===== config.mk =====
export PLATFORM = sky130hd
export DESIGN_NAME = spi_reg_ctrl
export DESIGN_NICKNAME = d
export VERILOG_FILES = /design/src/rtl/spi_reg_ctrl.sv
export SDC_FILE = /design/constraint.sdc
export NUM_CORES = 1
export LEC_CHECK = 0
export CAP_MARGIN = 5
export CORE_MARGIN = 4
export CORE_UTILIZATION = 63
export CTS_CLUSTER_SIZE = 24
export DETAILED_ROUTE_END_ITERATION = 8
export HOLD_SLACK_MARGIN = 0.12
export PLACE_DENSITY_LB_ADDON = 0.2
export REMOVE_ABC_BUFFERS = 1
export SYNTH_ARGS = -nofsm -noshare
export SYNTH_HDL_FRONTEND = slang
export SYNTH_SLANG_ARGS = --single-unit

===== constraint.sdc =====
create_clock -name INPUT_CLK -period 4.4 [get_ports INPUT_CLK]
set_input_delay 0.88 -clock INPUT_CLK [delete_from_list [all_inputs] [get_ports INPUT_CLK]]
set_output_delay 0.88 -clock INPUT_CLK [all_outputs]
set_load 0.005 [all_outputs]

===== src/rtl/spi_reg_ctrl.sv =====
// Command sequencer behind the byte-level SPI slave: decodes SSB-framed
// read/write bursts into a small register file and drives GPO and LED pins.
module spi_reg_ctrl #(
    parameter logic [7:0] ID_VALUE  = 8'hA5,
    parameter int         BLINK_DIV = 25_000_000
) (
    input  logic       INPUT_CLK,
    input  logic       reset,
    input  logic       ss_active,
    input  logic       rx_valid,
    input  logic [7:0] rx_byte,
    output logic       tx_load,
    output logic [7:0] tx_byte,
    output logic [6:0] gpo_pins,
    output logic       led0,
    output logic       led1
);

    localparam int                 CNT_W   = $clog2(BLINK_DIV);
    localparam logic [CNT_W-1:0]   CNT_MAX = CNT_W'(BLINK_DIV - 1);

    typedef enum logic [1:0] {IDLE, CMD, WR, RD} state_t;

    state_t           state_q, state_d;
    logic             ss_prev_q;
    logic [6:0]       addr_q, addr_d;
    logic             tx_load_q, tx_load_d;
    logic [7:0]       tx_byte_q, tx_byte_d;
    logic [6:0]       gpo_q, gpo_d;
    logic [2:0]       ledctl_q, ledctl_d;
    logic [7:0]       scratch_q, scratch_d;
    logic [7:0]       frames_q, frames_d;
    logic [7:0]       errs_q, errs_d;
    logic [CNT_W-1:0] blink_cnt_q, blink_cnt_d;
    logic             blink_phase_q, blink_phase_d;

    logic [6:0] rd_addr;
    logic [7:0] rd_data;
    logic       rd_mapped;
    logic       byte_ok;
    logic       preload;
    logic       do_write;
    logic       err_inc;

    // The command byte carries the first read address; later reads fetch the next one.
    assign rd_addr   = (state_q == CMD) ? rx_byte[6:0] : addr_q + 7'd1;
    assign rd_mapped = (rd_addr <= 7'h05);
    assign byte_ok   = rx_valid && ss_active;

    always_comb begin
        case (rd_addr)
            7'h00:   rd_data = ID_VALUE;
            7'h01:   rd_data = {1'b0, gpo_q};
            7'h02:   rd_data = {5'b0, ledctl_q};
            7'h03:   rd_data = scratch_q;
            7'h04:   rd_data = frames_q;
            7'h05:   rd_data = errs_q;
            default: rd_data = 8'h00;
        endcase
    end

    always_comb begin
        // NOTE: every signal assigned here gets a default first so no latch is inferred.
        state_d       = state_q;
        addr_d        = addr_q;
        tx_load_d     = 1'b0;
        tx_byte_d     = tx_byte_q;
        gpo_d         = gpo_q;
        ledctl_d      = ledctl_q;
        scratch_d     = scratch_q;
        frames_d      = frames_q;
        errs_d        = errs_q;
        blink_cnt_d   = blink_cnt_q;
        blink_phase_d = blink_phase_q;
        preload       = 1'b0;
        do_write      = 1'b0;
        err_inc       = 1'b0;

        case (state_q)
            IDLE: if (ss_active && !ss_prev_q) state_d = CMD;
            CMD: begin
                if (byte_ok) begin
                    addr_d  = rx_byte[6:0];
                    state_d = rx_byte[7] ? RD : WR;
                    preload = rx_byte[7];
                end
            end
            WR: begin
                if (byte_ok) begin
                    do_write = 1'b1;
                    addr_d   = addr_q + 7'd1;
                end
            end
            RD: begin
                if (byte_ok) begin
                    addr_d  = addr_q + 7'd1;
                    preload = 1'b1;
                end
            end
            default: state_d = IDLE;
        endcase

        if (preload) begin
            tx_byte_d = rd_data;
            tx_load_d = 1'b1;
            err_inc   = !rd_mapped;
        end

        if (do_write) begin
            case (addr_q)
                7'h01:               gpo_d     = rx_byte[6:0];
                7'h02:               ledctl_d  = rx_byte[2:0];
                7'h03:               scratch_d = rx_byte;
                7'h00, 7'h04, 7'h05: ;
                default:             err_inc   = 1'b1;
            endcase
        end

        if (err_inc && errs_q != 8'hFF) errs_d = errs_q + 8'd1;

        if (!ss_active) begin
            state_d   = IDLE;
            tx_byte_d = 8'h00;
            if (state_q == WR || state_q == RD) frames_d = frames_q + 8'd1;
        end

        // Clearing the enable zeroes the prescaler on the same edge as the write.
        if (!ledctl_d[2]) begin
            blink_cnt_d   = '0;
            blink_phase_d = 1'b0;
        end else if (ledctl_q[2]) begin
            if (blink_cnt_q == CNT_MAX) begin
                blink_cnt_d   = '0;
                blink_phase_d = !blink_phase_q;
            end else begin
                blink_cnt_d = blink_cnt_q + CNT_W'(1);
            end
        end
    end

    // NOTE: state updates use nonblocking assignments so every register samples pre-edge values.
    always_ff @(posedge INPUT_CLK) begin
        if (reset) begin
            state_q       <= IDLE;
            // Held high so a frame already open when reset releases is not mistaken for a new one.
            ss_prev_q     <= 1'b1;
            addr_q        <= 7'h00;
            tx_load_q     <= 1'b0;
            tx_byte_q     <= 8'h00;
            // NOTE: the register file is a handful of flops, so it resets like any other state.
            gpo_q         <= 7'h00;
            ledctl_q      <= 3'h0;
            scratch_q     <= 8'h00;
            frames_q      <= 8'h00;
            errs_q        <= 8'h00;
            blink_cnt_q   <= '0;
            blink_phase_q <= 1'b0;
        end else begin
            state_q       <= state_d;
            ss_prev_q     <= ss_active;
            addr_q        <= addr_d;
            tx_load_q     <= tx_load_d;
            tx_byte_q     <= tx_byte_d;
            gpo_q         <= gpo_d;
            ledctl_q      <= ledctl_d;
            scratch_q     <= scratch_d;
            frames_q      <= frames_d;
            errs_q        <= errs_d;
            blink_cnt_q   <= blink_cnt_d;
            blink_phase_q <= blink_phase_d;
        end
    end

    assign tx_load  = tx_load_q;
    assign tx_byte  = tx_byte_q;
    assign gpo_pins = gpo_q;
    assign led1     = ledctl_q[1];
    assign led0     = ledctl_q[2] ? blink_phase_q : ledctl_q[0];

endmodule


==> metrics.md <==
| Metric | Value |
|---|---|
| Layout cell share with drive strength beyond 1 | 7.72% |
| CTS Hold Buffers Added | 0 |
| PnR worst setup slack | ~1200 ps |
| Largest net degree at the start of global routing | 28 |
| CP Max Fanout | 24 |
| Status | finished clean |
| Area of the core | roughly 0.0060 mm^2 |
| Peak supply drop | 0.000221 V |
| Overflow after GRT | 0 |
| Setup slack, reg-to-reg | approximately 1500 ps |
| Starting DRT DRC Count | 150 |
| Reg clk slew, reported paths | 80 ps |
| Commonest cells after routing, fill and taps aside | 79 x dfxtp_1, 73 x nor2_1, 35 x nand3_1 |
| Average wire per standard cell | around 16 um |
| Hold path start | tx_byte[4] |
| Synth async-reset ratio | 0% |
| Slew Limit Fails | 0 |
| RSZ-0062 raised after global routing | false |
| Synth-to-Final Area Change | 12.0% |
| Ant. Diodes | 0 |
| Final ANT Viol Nets | 0 |
| Syn Area/Cell | 8.66 um^2 |
| Sequential share of power | around 57% |
| Cell leakage power | approximately 0.0015 uW |
| Critical Path RT | about 4700 ps |
| Sequential share of the synthesized area | 40.3% |
| Vias in the first global route | 3225 |
| Worst Setup SP | ss_active |
| Dpl hpwl | roughly 6400 um |
| Register-to-Register Path Depth | 7 |
| Worst r2r src | state_q[1] |
| Final setup TNS | 0 ps |
| Post-synth top area share | around 40% |
| CTS tree | built |
| Combinational power share | around 4.6% |
| Max-cap violations | 0 |
| PostCTS Resize Cnt | 0 |
| Row count | 28 |
| Final std cells w/o fill | between 500 and 600 |
| Clock power share | between 30% and 40% |
| Max Fclk | 0.317 GHz |
| Final wirelength | 8870 um |
| Post-synth cell types | 58 |
| Worst skew pair latency | 350 ps |
| Worst endpoint data arrival time | 3430 ps |
| CP startpoint kind | input port |
| WS Path Type | input port to flop |
| Placed Cells | 539 |
| Rel. slew slack | around 33% |
| Worst reg2reg path endpoint | errs_q[5] |
| WHS Path Cells | 1 |
| Final Hold Viols | 0 |
| Vias | roughly 3300 |
| Pwr Density | 287 mW/mm^2 |
| Final Net Count | a little under 500 |
| Port bufs | 29 |
| Clock root cell | clkbuf_8 |
| Sw Pwr | between 300 and 400 uW |
| Post-synth EDFFs | 0 |
| Commonest non-fill, non-tap cell in the layout | dfxtp_1 |
| Place WS | around 880 ps |
| Clock skew | between 7 and 8 ps |
| Largest area contributor in the netlist | dfxtp_1 |
| Die Area | approximately 0.0076 mm^2 |
| Sw Ratio | 24.2% |
| TritonCTS Buffers | 9 |
| Setup crit end | blink_cnt_q[20] |
| First-pass GRT wire length | ~15000 um |
| DRC | 0 |
| Clk buf depth | 2 |
| Initial DRT Pass Iterations | 5 |
| Clk sinks | slightly below 80 |
| Main synth FF type | dfxtp_1 |
| Starting Density | 65.5% |
| Die X | 86.9 um |
| Yosys warns | 0 |
| Final period utilization | between 70% and 80% |
| GPL Wtd Cong | ~0.85 |
| Top post-synthesis cells by area | dfxtp_1 40%, nor2_1 7.0%, xor2_1 4.7%, nand3_1 4.5%, mux2i_1 4.3% |
| Hold WC Path Type | flop to flop |
| Fin crit period | about 3200 ps |
| Cells after synthesis | roughly 450 |
| Crit path capture type | flop |
| GR Util All Layers | between 20% and 30% |
| Initial antenna violation count | 0 |
| H-tree depth | 3 |
| Internal | 957 uW |
| Post-CTS Setup Inserts | 0 |
| Cell Area, Synth | between 0.003 and 0.004 mm^2 |
| #FFs+latches synth | slightly below 80 |
| I/O pin cnt | 30 |
| Vias per cell | about 6.0 |
| Die height | 86.9 um |
| Tightest Pin Transition | 995 ps |
| Fill count | 467 |
| Setup violations, final | 0 |
kinds of logic (layout without fill, tap and decap cells):
kind of cell	Yosys count	after routing	share of synthesized area, %
AO/OA/AOI/OAI	79	79	14.2
XOR/XNOR	36	36	8.03
adder cells (fa/ha/maj)	7	7	2.23
buffers and inverters	25	51	3.16
flip-flops	79	79	40.3
multiplexers	24	24	6.63
AND/OR/NAND/NOR	203	203	25.5
power groups by stage:
stage / Combinational (uW) / Sequential [uW] / Clock [uW]
after floorplan: 25.7 / 735 / 0
after global placement: 55.6 / 736 / 0
after detailed placement: 56.7 / 736 / 0
after CTS: 56.9 / 719 / 490
after global routing: 62.3 / 719 / 521
final: 57.5 / 719 / 486
how the worst min path moves through the flow:
stage	to	slack (ps)
finish	tx_byte[4]	480
global route	gpo_pins[4]	510
CTS	tx_byte[6]	490
detailed placement	tx_byte[5]	470
global placement	tx_byte[7]	460
floorplan	ledctl_q[0]	440
final cells by class:
class                   count  area (um^2)  area share [%]
clock buffers              11          141            3.22
flip-flops and latches     79         1580            36.0
clock inverters             4         31.3           0.712
repair buffers             32          313            7.12
well taps                  75         93.8            2.13
inverters                   4         15.0           0.342
multi-input cells         349         2220            50.5
state kept, by name (all words and copies together) (netlist names), 2 cells and up:
register / cells
ledctl_q: 3
frames_q: 8
addr_q: 7
blink_cnt_q: 25
tx_byte: 8
gpo_pins: 7
scratch_q: 8
state_q: 2
errs_q: 8
Yosys cell counts, types with 2 or more instances:
| cell | instances |
|---|---|
| mux2_1 | 3 |
| a221o_1 | 3 |
| and4_4 | 2 |
| a21oi_1 | 24 |
| inv_1 | 3 |
| and2_1 | 3 |
| a32o_1 | 2 |
| xor2_1 | 21 |
| buf_1 | 2 |
| dfxtp_1 | 79 |
| mux2_2 | 3 |
| o21ai_1 | 3 |
| or2_2 | 2 |
| nand2_1 | 34 |
| mux2i_1 | 17 |
| nor4b_1 | 2 |
| a21o_1 | 2 |
| o21ai_0 | 11 |
| xnor2_1 | 15 |
| nand4_1 | 9 |
| a22o_1 | 7 |
| nand3_1 | 35 |
| and3_1 | 9 |
| nor2b_1 | 4 |
| or3_1 | 5 |
| nand3b_1 | 3 |
| a31o_2 | 2 |
| buf_2 | 6 |
| ha_1 | 7 |
| clkbuf_1 | 8 |
| a211oi_1 | 4 |
| nand2b_1 | 7 |
| a32oi_1 | 2 |
| a221oi_1 | 6 |
| nor2_1 | 73 |
| buf_4 | 4 |
| nor3_1 | 7 |
| a22oi_1 | 4 |
critical path: stages:
cell and delay, ps:
clkdlybuf4s50_1 590, nand3_1 350, nor4b_2 310, buf_4 220
nand2_1 120, mux2i_1 130, or2_2 320, inv_2 70
nand2_2 250, nor2_1 200
per-stage QoR:
| stage | power [uW] | hold slack (ps) | utilization, % | instance area (um^2) |
|---|---|---|---|---|
| 2_1_floorplan | 761 | 441 | - | 3820 |
| 3_3_place_gp | 791 | 464 | 70.5 | 4220 |
| 3_5_place_dp | 792 | 466 | 70.5 | 4220 |
| 4_1_cts | 1270 | 487 | 73.4 | 4400 |
| 5_1_grt | 1300 | 508 | 73.4 | 4400 |
| 6_report | 1260 | 484 | 73.4 | 4400 |
layer usage:
layer	wire, um	track usage [%]
met1	3830	30.8
met2	4350	43.1
met3	465	4.82
met5	0	0
met4	228	11.2
Power figures use the tool's default switching activity.
